[src/rtl/jk_ff_bank.sv]
// Bank of WIDTH flip-flops; each bit acts as a JK, SR, D or T element selected by MODE.
// Define JK_FF_BANK_TCNT_EN to build the saturating transition counter on TCNT.
module jk_ff_bank #(
   parameter int unsigned             WIDTH  = 8,
   parameter logic [WIDTH-1:0]        PR_VAL = {WIDTH{1'b1}},
   parameter int unsigned             CNT_W  = 16
) (
   input  logic               CLK,
   input  logic               CLR,
   input  logic               PR,
   input  logic               EN,
   input  logic [1:0]         MODE,
   input  logic [WIDTH-1:0]   J,
   input  logic [WIDTH-1:0]   K,
   input  logic               ILL_CLR,
   output logic [WIDTH-1:0]   Q,
   output logic [WIDTH-1:0]   QB,
   output logic [WIDTH-1:0]   ILLEGAL,
   output logic               CHG,
   output logic [CNT_W-1:0]   TCNT
);

   typedef enum logic [1:0] {
      M_JK = 2'b00,
      M_SR = 2'b01,
      M_D  = 2'b10,
      M_T  = 2'b11
   } mode_e;

   logic [WIDTH-1:0] q_nxt;
   logic [WIDTH-1:0] ill_set;

   // NOTE: every always_comb output gets a default first so no path can infer a latch.
   always_comb begin
      q_nxt   = Q;
      ill_set = '0;
      if (PR) begin
         q_nxt = PR_VAL;
      end else if (EN) begin
         case (mode_e'(MODE))
            M_JK: q_nxt = (J & ~Q) | (~K & Q);
            M_SR: begin
               q_nxt   = (J & ~K) | (Q & (~K | J));
               ill_set = J & K;
            end
            M_D:  q_nxt = J;
            M_T:  q_nxt = Q ^ J;
            default: q_nxt = Q;
         endcase
      end
   end

   // NOTE: sequential state uses non-blocking assignments so all registers see pre-edge values.
   always_ff @(posedge CLK) begin
      if (CLR) begin
         Q       <= '0;
         ILLEGAL <= '0;
         CHG     <= 1'b0;
      end else begin
         Q       <= q_nxt;
         ILLEGAL <= (ILL_CLR ? '0 : ILLEGAL) | ill_set;
         CHG     <= (q_nxt != Q);
      end
   end

   assign QB = ~Q;

`ifdef JK_FF_BANK_TCNT_EN
   localparam int unsigned SUM_W = CNT_W + 7;

   logic [WIDTH-1:0] diff;
   logic [SUM_W-1:0] sum;
   logic [CNT_W-1:0] tcnt_nxt;

   // Add this edge's transitions at a wider width, then clamp instead of wrapping.
   always_comb begin
      diff = q_nxt ^ Q;
      sum  = SUM_W'(TCNT);
      for (int i = 0; i < WIDTH; i++) begin
         sum = sum + SUM_W'(diff[i]);
      end
      if (|sum[SUM_W-1:CNT_W]) tcnt_nxt = '1;
      else                     tcnt_nxt = sum[CNT_W-1:0];
   end

   always_ff @(posedge CLK) begin
      if (CLR) TCNT <= '0;
      else     TCNT <= tcnt_nxt;
   end
`else
   assign TCNT = '0;
`endif

endmodule
[config.mk]
export PLATFORM = sky130hd
export DESIGN_NAME = jk_ff_bank
export DESIGN_NICKNAME = d
export VERILOG_FILES = /design/src/rtl/jk_ff_bank.sv
export SDC_FILE = /design/constraint.sdc
export NUM_CORES = 1
export LEC_CHECK = 0
export ABC_AREA = 1
export CAP_MARGIN = 20
export CELL_PAD_IN_SITES_DETAIL_PLACEMENT = 1
export CELL_PAD_IN_SITES_GLOBAL_PLACEMENT = 2
export CORE_MARGIN = 2
export CORE_UTILIZATION = 21
export CTS_CLUSTER_DIAMETER = 30
export DETAILED_ROUTE_END_ITERATION = 16
export GPL_TIMING_DRIVEN = 0
export PLACE_DENSITY_LB_ADDON = 0.3
export SLEW_MARGIN = 40
export SYNTH_ARGS = -nofsm -noshare
export SYNTH_HDL_FRONTEND = slang
export SYNTH_SLANG_ARGS = --single-unit
export TNS_END_PERCENT = 100
[constraint.sdc]
create_clock -name CLK -period 2.45 [get_ports CLK]
set_clock_uncertainty 0.15 [all_clocks]
set_input_delay 0.3675 -clock CLK [delete_from_list [all_inputs] [get_ports CLK]]
set_output_delay 0.3675 -clock CLK [all_outputs]
set_load 0.02 [all_outputs]
== Word-level counts from Yosys, hierarchy flattened ==
Cells that the tools add are included.

* Multiplexer cells: 7
* Add/sub/neg operators: 0
* Bitwise operators: 12
* Reduce and logical (&&, ||, !) cells: 1
* Divide/modulo/power cells: 0
* Equal/unequal tests: 4
* $mul: 0
* Order comparisons: 0
* Shift-type cells: 0

{| class="wikitable"
|+ Operators by type and width
! kind !! count
|-
| $mux 8 || 6
|-
| $and 8x8->8 || 5
|-
| $or 8x8->8 || 4
|-
| $pmux 8 s4 || 1
|-
| $not 8->8 || 2
|-
| $ne 8x8->1 || 1
|-
| $xor 8x8->8 || 1
|-
| $eq 2x2->1 const B || 2
|-
| $eq 2x1->1 const B || 1
|-
| $logic_not 2->1 || 1
|}

* Memories kept: 0
* Output and inout bits: 41
* RAM bits: 0
* Bits in read-only memories: 0
* Latch bits: 0
* Word-level logic and storage cells: 27
* Register bits after elaboration: 17
* Bits of input ports: 23

== Depth between registers and ports, before layout ==
Gate-level depths: netlist (run 1).

* Word-level depth: 8
* Mapped depth: 13
* Gate-level depth less buffers: 12

== Least setup slack after synthesis (run 1) ==
Ideal clock, no wire load.

* Kind: reg-to-reg
* From: register Q[3]
* To: register CHG
* Required time: 2.188 ns
* Stages on the path, launching flop included: 12
* Setup time: 0.112 ns
* Period minus slack after synthesis: 1.683 ns
* Path buffers: 0
* Setup slack: 0.767 ns
* Arrival: 1.421 ns
* Cell sequence: dfxtp_1 inv_1 nand2_1 nand3_1 nand4_2 nand2_2 nand3_2 nand2_1 nor2_1 nand2_1 nor2_1 nor2_1

* Word-level cells in the longest chain between the ends: 7
* Elaborated cells between the ends (all ways): 11
* Classes of those cells: eq/ne: 1; mux: 3; bitwise: 7

{| class="wikitable"
|+ Ends and longest elaborated chain
! item !! RTL line !! text
|-
| start: declaration || 16 || <nowiki>output logic [WIDTH-1:0] Q,</nowiki>
|-
| start signal: assignment || 60 || <nowiki>Q <= q_nxt;</nowiki>
|-
| $not 8->8 || n/a ||
|-
| named net QB[3] || 17 || <nowiki>output logic [WIDTH-1:0] QB,</nowiki>
|-
| $and 8x8->8 || 41 || <nowiki>M_JK: q_nxt = (J & ~Q) | (~K & Q);</nowiki>
|-
| $or 8x8->8 || 41 ||
|-
| $pmux 8 s4 || 40 || <nowiki>case (mode_e'(MODE))</nowiki>
|-
| $mux 8 || 39 || <nowiki>end else if (EN) begin</nowiki>
|-
| $mux 8 || 37 || <nowiki>if (PR) begin</nowiki>
|-
| $ne 8x8->1 || 62 || <nowiki>CHG <= (q_nxt != Q);</nowiki>
|-
| end signal: assignment || 62 ||
|-
| end: declaration || 19 || <nowiki>output logic CHG,</nowiki>
|}

The timed path passes the listed nets, and every way through them passes these cells.
A chain may end at the register's enable or synchronous reset.

== Final worst setup path (run 1) ==
* From: input MODE[1]
* To: register CHG

* Word-level cells in the longest chain between the ends: 5
* Elaborated cells between the ends (all ways): 8
* Classes of those cells: eq/ne: 4; mux: 3; reduce/logical: 1

{| class="wikitable"
|+ Ends and longest elaborated chain
! item !! RTL line !! text
|-
| start: declaration || 12 || <nowiki>input logic [1:0] MODE,</nowiki>
|-
| $eq 2x2->1 (tied with other cells) || 40 ||
|-
| $pmux 8 s4 (*) || 40 ||
|-
| $mux 8 (*) || 39 ||
|-
| $mux 8 (*) || 37 ||
|-
| $ne 8x8->1 (*) || 62 ||
|}

Every way passes the cells marked *; elsewhere a longest branch is shown, timed or not.

==> reports/metrics.yaml, run 1 <==
status: "completed"
period_share: 0.8781
io_buffers: 44
cts_resized: 0
max_slew.worst_pin.slew_ns: 0.7327
powerDensity_mw_per_mm2: 424.8
min_period_ns: 2.151
worstPathRequired_ns: 2.45
worstPathMaxFanout: 8
wl_um: 4631
drt_drc_violations_left: 0
nets: 312
ys_seq_area_frac: 0.2475
insertion_delay_ns: 0.25
clkTransAtPathRegs_ns: 0.07
first_pass_iters: 4
num_io_pins: 64
ys_ff_latch: 17
holdCritPathClass: "input port to register"
grt_max_degree: 11
antenna_found_initial: 0
crit_path_start_kind: "input port"
start_util: 0.2166
n_antenna_cell: 0
die_h_um: 84.92
cts_hold_buf: 0
max_stage_delay_ns: 0.52
htreeDepth: 1
endpoint_kind: "register"
cts_setup_buffers: 0
die_w_um: 84.92
synth.distinct_cells: 17
fillerInstances: 802
synth.cell_area_sq_mm: 0.001375
drt-vias-per-instance: 4.381
synthCells: 225
dp_hpwl_um: 3550
critical_path_class: "input port to register"
dp_slack_ns: 0.01041
setup_viol: 0
leakagePower_uw: 0.0009120
syn2layout_area_growth_pct: 46.41
drive_gt1_frac: 0.1285
rsz0062_at_grt: "no"
cts_sinks: 17
crit_chain: "clkdlybuf4s50_1, nor2_2, nand3_1, nand4_1, nand2_1, nand3_1, nand2_1, nor2_1, nand2_1, nor2_1, nor2_1"
grt_pass1_wl_um: 7307
num_vias: 1599
cts_buffers: 3
clockBufferDepth: 2
num_rows: 29
post-place-cells: 361
synth_area_per_cell_sq_um: 6.111
coreArea_sq_mm: 0.006350
grt-ovfl-total: 0
ir_drop_uv: 184.1
drtIter0Drc: 61
routedWlPerCell_um: 12.69
grt_use_total: 0.1284
gp_congestion: 0.7354
max_cap_viol_count: 0
final-hold-violation-count: 0
slew_violations: 0
cts_tree: "done"
cts-root-buf: "clkbuf_8"
die_area_sq_mm: 0.007211
max_slew_margin: 0.5097
grt_pass1_vias: 1478
fmax_mhz: 464.8
cp.arrival_ns: 2.15
setup_tns_ns: 0
slowest_stage: "clkdlybuf4s50_1"
setup_slack_ns: 0.2985
synth_warnings: 0
postRouteAntennaNets: 0
final_cells: 365
-- final timing paths --
check	from	endpoint	slack [ns]	cells after the start
worst min register to register	ILLEGAL[7]	ILLEGAL[7]	0.32	2
worst min-delay path	CLR	ILLEGAL[6]	0.21	2
worst max register to register	Q[7]	CHG	0.79	11
worst max-delay path	MODE[1]	CHG	0.30	11
-- worst max-delay path: cells and delay by family --
family / cells / cell delay (ns)
and+or+nand+nor: 10 / 1.25
buffers and inverters: 1 / 0.52
-- cell usage after synthesis, drive strengths merged --
cell type   n  area (sq um)
a21oi      24         120.1
buf        20         161.4
clkbuf      1         13.76
conb        1         3.750
dfxtp      17         340.3
inv        21         78.83
nand2      83         319.1
nand3      32         175.2
nand4      16         112.6
nor2       10         50.05
-- through the flow --
| stage | total power, uW | util | hold slack [ns] | cell area (sq um) |
|---|---|---|---|---|
| 2_1_floorplan | 513.0 | - | 0.3819 | 1431 |
| 4_1_cts | 867.7 | 0.3170 | 0.2087 | 2013 |
| 5_1_grt | 915.6 | 0.3170 | 0.2073 | 2013 |
| 3_3_place_gp | 642.2 | 0.3100 | 0.3065 | 1968 |
| 6_report | 855.1 | 0.3170 | 0.2091 | 2013 |
| 3_5_place_dp | 642.5 | 0.3100 | 0.3063 | 1968 |
-- area by class of cell --
type	instances	area, sq um	area share
inverters	21	78.83	0.03915
multi-input cells	181	837.1	0.4158
repair buffers	44	440.4	0.2188
flip-flops and latches	17	340.3	0.1690
clock buffers	4	45.04	0.02237
well taps	77	96.34	0.04786
plain buffers	21	175.2	0.08701
-- state kept, by name, indices dropped and copies added (netlist names) --
signal,count
ILLEGAL,8
Q,8
CHG,1
-- power by group --
| part | switching (uW) | leakage [uW] | total, uW | internal [uW] |
|---|---|---|---|---|
| combinational | 188 | 0.000749 | 327 | 139 |
| clock | 105 | 0.0000228 | 221 | 116 |
| sequential | 18.3 | 0.000140 | 308 | 289 |
-- layout by cell type (no fill, tap or decap) --
cell,instances
conb_1,16
nor2_1,7
buf_4,17
a21oi_1,24
clkdlybuf4s50_1,44
buf_6,3
nand2_1,80
nand2_2,3
inv_1,19
clkbuf_1,1
nor2_4,1
nand4_1,14
clkbuf_8,4
nand3_1,29
dfxtp_1,17
nor2_2,2
inv_2,2
nand3_2,3
nand4_2,2
-- layer usage --
| metal | vias to the layer above | routed length, um | global-route usage |
|---|---|---|---|
| li1 | 835 | - | - |
| met4 | 0 | 24 | 0.03463 |
| met3 | 2 | 204 | 0.02140 |
| met5 | - | 0 | 0 |
| met1 | 725 | 2225 | 0.1724 |
| met2 | 37 | 2177 | 0.2133 |
-- cells by family (layout without fill, tap and decap cells) --
group	after synthesis	in the layout	synth area share
and+or+nand+nor	141	141	0.4777
AOI/OAI and AO/OA	24	24	0.08736
DFF	17	17	0.2475
other	1	16	0.002727
buffers and inverters	42	90	0.1847
Power figures use the tool's default switching activity.
==> run 2: changes to the inputs <==
MAX_ROUTING_LAYER = met4   (was default)
PLACE_DENSITY = 0.86   (was default)
PLACE_DENSITY_LB_ADDON = default   (was 0.3)
==> run 2 against run 1 <==
  * Routed wire length rose by 3.9%
  * First-iteration DRC count rose by 4.9%
  * Clock-buffer cell count did not move
  * Via count rose by 1.3%
  * Utilization did not move
  * Hold slack improved by 0.010 ns
  * Clock power fell by 2%
==> reports/metrics.yaml, run 2 (synthesized netlist as in run 1, its figures left out) <==
cts-root-buf: "clkbuf_8"
critical_path_class: "input port to register"
drt-vias-per-instance: 4.436
num_vias: 1619
slew_violations: 0
die_h_um: 84.92
antenna_found_initial: 0
worstPathRequired_ns: 2.45
drive_gt1_frac: 0.1285
crit_path_frequent_cell: "nand2_1"
num_io_pins: 64
n_antenna_cell: 0
dp_slack_ns: 0.02988
max_slew_margin: 0.4871
crit_family: "buffers and inverters"
final-hold-violation-count: 0
setup_tns_ns: 0
dp_hpwl_um: 3701
reg_top3: "ILLEGAL: 8 flops, Q: 8 flops, CHG: 1 flops"
grt-ovfl-total: 0
max_stage_delay_ns: 0.60
grt_max_degree: 11
clockBufferDepth: 2
cts_setup_buffers: 0
die_area_sq_mm: 0.007211
clkTransAtPathRegs_ns: 0.07
min_period_ns: 2.128
status: "completed"
die_w_um: 84.92
drt_drc_violations_left: 0
crit_buf_inv: 2
holdCritPathClass: "input port to register"
setup_slack_ns: 0.3225
cts_tree: "done"
insertion_delay_ns: 0.25
crit_path_start_kind: "input port"
period_share: 0.8684
grt_pass1_wl_um: 7596
postRouteAntennaNets: 0
rsz0062_at_grt: "no"
htreeDepth: 1
first_pass_iters: 4
cp.arrival_ns: 2.12
cts_hold_buf: 0
cts_sinks: 17
slowest_stage: "clkdlybuf4s50_1"
num_rows: 29
max_cap_viol_count: 0
layout_commonest_cell: "nand2_1"
crit_chain: "clkdlybuf4s50_1, nand2_1, inv_1, nand3_1, nand4_1, nand2_1, nand3_1, nand2_1, nor2_1, nand2_1, nor2_1, nor2_1"
syn2layout_area_growth_pct: 46.41
io_buffers: 44
leakagePower_uw: 0.0009120
setup_viol: 0
fmax_mhz: 470.0
grt_pass1_vias: 1599
routedWlPerCell_um: 13.18
cts_resized: 0
drtIter0Drc: 64
grt_use_total: 0.1352
final_cell_mix: "nand2_1, clkdlybuf4s50_1, nand3_1"
max_slew.worst_pin.slew_ns: 0.7666
nets: 312
powerDensity_mw_per_mm2: 423.5
cts_buffers: 3
wl_um: 4812
start_util: 0.2166
gp_congestion: 0.7437
endpoint_kind: "register"
coreArea_sq_mm: 0.006350
worstPathMaxFanout: 8
ir_drop_uv: 187.7
==> run 2: cell counts in the layout (fill, tap and decap cells not counted) <==
Identical to the previous run, type by type.
==> run 2: area by class of cell <==
type,instances,area [sq um]
Buffer,21,175.2
Sequential cell,17,340.3
Multi-Input combinational cell,181,837.1
Inverter,21,78.83
Clock buffer,4,45.04
Tap cell,77,96.34
Fill cell,840,4337
Timing Repair Buffer,44,440.4
==> run 2: worst register-to-register path: cells and delay by family, from the launching register on <==
kind,cells,cell delay (ns)
simple gates,10,0.87
flops,1,0.43
buf+inv,1,0.11
==> run 2: per-layer routing <==
metal | track usage | up-vias | wire (um)
li1 | - | 835 | -
met1 | 0.1669 | 747 | 2343
met2 | 0.2384 | 35 | 2245
met3 | 0.01654 | 2 | 206
met4 | 0.02597 | 0 | 16
met5 | - | - | 0
==> run 2: path summary, 6_finish.rpt <==
kind	endpoint	slack, ns	cells after the start	startpoint
setup reg to reg	CHG	0.78	11	Q[0]
hold / removal	Q[1]	0.22	2	CLR
setup / recovery	CHG	0.32	12	MODE[1]
hold reg to reg	ILLEGAL[0]	0.32	2	ILLEGAL[0]
==> run 2: power by group <==
part | leakage (uW) | switching [uW] | internal (uW)
combinational | 0.000749 | 189 | 139
sequential | 0.000140 | 18.5 | 289
clock | 0.0000228 | 101 | 115
total | 0.000912 | 309 | 544
==> run 2: through the flow <==
step                      hold slack, ns    util  instances  total power (uW)  area [sq um]
after floorplan                   0.3819       -        240             513.0          1431
after global placement            0.3104  0.3100        361             638.5          1968
after detailed placement          0.3128  0.3100        361             642.9          1968
after CTS                         0.2195  0.3170        365             862.5          2013
after global routing              0.2154  0.3170        365             910.5          2013
final                             0.2196  0.3170        365             852.6          2013
==> run 3: changes to the inputs <==
CORE_MARGIN = default   (was 2)
==> run 3 against run 2 <==
  * Clock-buffer cell count shrank 1
  * Global-route usage grew 0.058 points
  * Setup slack gained 0.011 ns
==> reports/metrics.yaml, run 3 (synthesized netlist as in run 1, its figures left out) <==
critical_path_class: "input port to register"
cp.arrival_ns: 2.12
setup_viol: 0
leakagePower_uw: 0.0009147
wl_um: 4541
p_total_uw: 854.5
htreeDepth: 1
clockBufferDepth: 2
endpoint_kind: "register"
worstPathRequired_ns: 2.46
drt-vias-per-instance: 4.405
grt-ovfl-total: 0
drive_gt1_frac: 0.1319
cts_setup_buffers: 0
max_cap_viol_count: 0
num_rows: 29
io_buffers: 44
cts_hold_buf: 0
crit_path_frequent_cell: "nor2_1"
clkTransAtPathRegs_ns: 0.08
n_antenna_cell: 0
gp_congestion: 0.7640
crit_path_start_kind: "input port"
max_slew_margin: 0.5567
crit_chain: "clkdlybuf4s50_1, nor2_2, nand3_1, nand4_1, nand2_1, nand3_1, nand2_2, nor2_1, nand2_1, nor2_1, nor2_1"
die_area_sq_mm: 0.006876
nets: 312
coreArea_sq_mm: 0.006350
timing.rr.end: "CHG"
grt_max_degree: 11
start_util: 0.2166
slew_violations: 0
final_cell_mix: "nand2_1, clkdlybuf4s50_1, nand3_1"
grt_pass1_vias: 1533
cts_resized: 0
crit_family: "simple AND/OR/NAND/NOR gates"
worst-path-stages: 11
r2r-start: "Q[3]"
drtIter0Drc: 68
grt_use_total: 0.1358
min_period_ns: 2.117
die_h_um: 82.92
ir_drop_uv: 176.2
cts_sinks: 17
period_share: 0.8640
reg_top3: "ILLEGAL: 8 flops, Q: 8 flops, CHG: 1 flops"
crit_buf_inv: 1
routedWlPerCell_um: 12.44
fin_hold_ws_ns: 0.2102
die_w_um: 82.92
num_io_pins: 64
cts-root-buf: "clkbuf_8"
dp_hpwl_um: 3515
powerDensity_mw_per_mm2: 424.2
ff2ff_setup_slack_ns: 0.76
crit_end: "CHG"
cts_buffers: 3
worstPathMaxFanout: 8
cts_tree: "done"
layout_commonest_cell: "nand2_1"
status: "completed"
utilization: 0.3172
postRouteAntennaNets: 0
startpoint: "MODE[1]"
first_pass_iters: 4
grt_pass1_wl_um: 7396
antenna_found_initial: 0
syn2layout_area_growth_pct: 46.50
slowest_stage: "clkdlybuf4s50_1"
r2r_cells: 11
holdCritPathClass: "input port to register"
max_slew.worst_pin.slew_ns: 0.6624
fmax_mhz: 472.4
final_cells: 365
num_vias: 1608
final-hold-violation-count: 0
max_stage_delay_ns: 0.52
post-place-cells: 361
drt_drc_violations_left: 0
rsz0062_at_grt: "no"
insertion_delay_ns: 0.26
setup_tns_ns: 0
run 3: changes by cell type in the layout (fill, tap and decap cells not counted), sizes merged:
cell    change
clkbuf      -1
clkinv      +1
run 3: area by class of cell:
| cell class | count | area, sq um |
|---|---|---|
| well taps | 77 | 96.34 |
| inverters | 21 | 78.83 |
| flip-flops and latches | 17 | 340.3 |
| repair buffers | 44 | 440.4 |
| plain buffers | 21 | 175.2 |
| fillers | 820 | 4335 |
| multi-input cells | 181 | 837.1 |
| clock buffers | 3 | 41.29 |
| clock inverters | 1 | 5.005 |
run 3: power breakdown:
group	leakage, uW	switching, uW	internal, uW
registers	0.000140	18.9	289
clock network	0.0000255	108	113
logic	0.000749	186	139
run 3: how the worst min path moves through the flow:
stage / from / endpoint / slack (ns) / cells after the start
2_1_floorplan: J[0] / ILLEGAL[0] / 0.38 / 2
3_3_place_gp: ILLEGAL[7] / ILLEGAL[7] / 0.31 / 2
3_5_place_dp: ILLEGAL[0] / ILLEGAL[0] / 0.31 / 2
4_1_cts: CLR / ILLEGAL[5] / 0.21 / 2
5_1_grt: CLR / ILLEGAL[5] / 0.21 / 2
6_report: CLR / ILLEGAL[5] / 0.21 / 2
run 3: layer usage:
| layer | track usage | vias to the layer above | share of wire |
|---|---|---|---|
| li1 | - | 835 | - |
| met1 | 0.1746 | 730 | 0.48 |
| met2 | 0.2250 | 43 | 0.47 |
| met3 | 0.02485 | 0 | 0.049 |
| met4 | 0.02351 | 0 | 0 |
| met5 | - | - | 0 |
run 3: stage by stage:
step	cell area (sq um)	worst slack, ns
2_1_floorplan	1431	0.7672
3_5_place_dp	1968	0.02277
3_3_place_gp	1968	0.07434
4_1_cts	2014	0.2879
6_report	2014	0.3331
5_1_grt	2014	0.1196
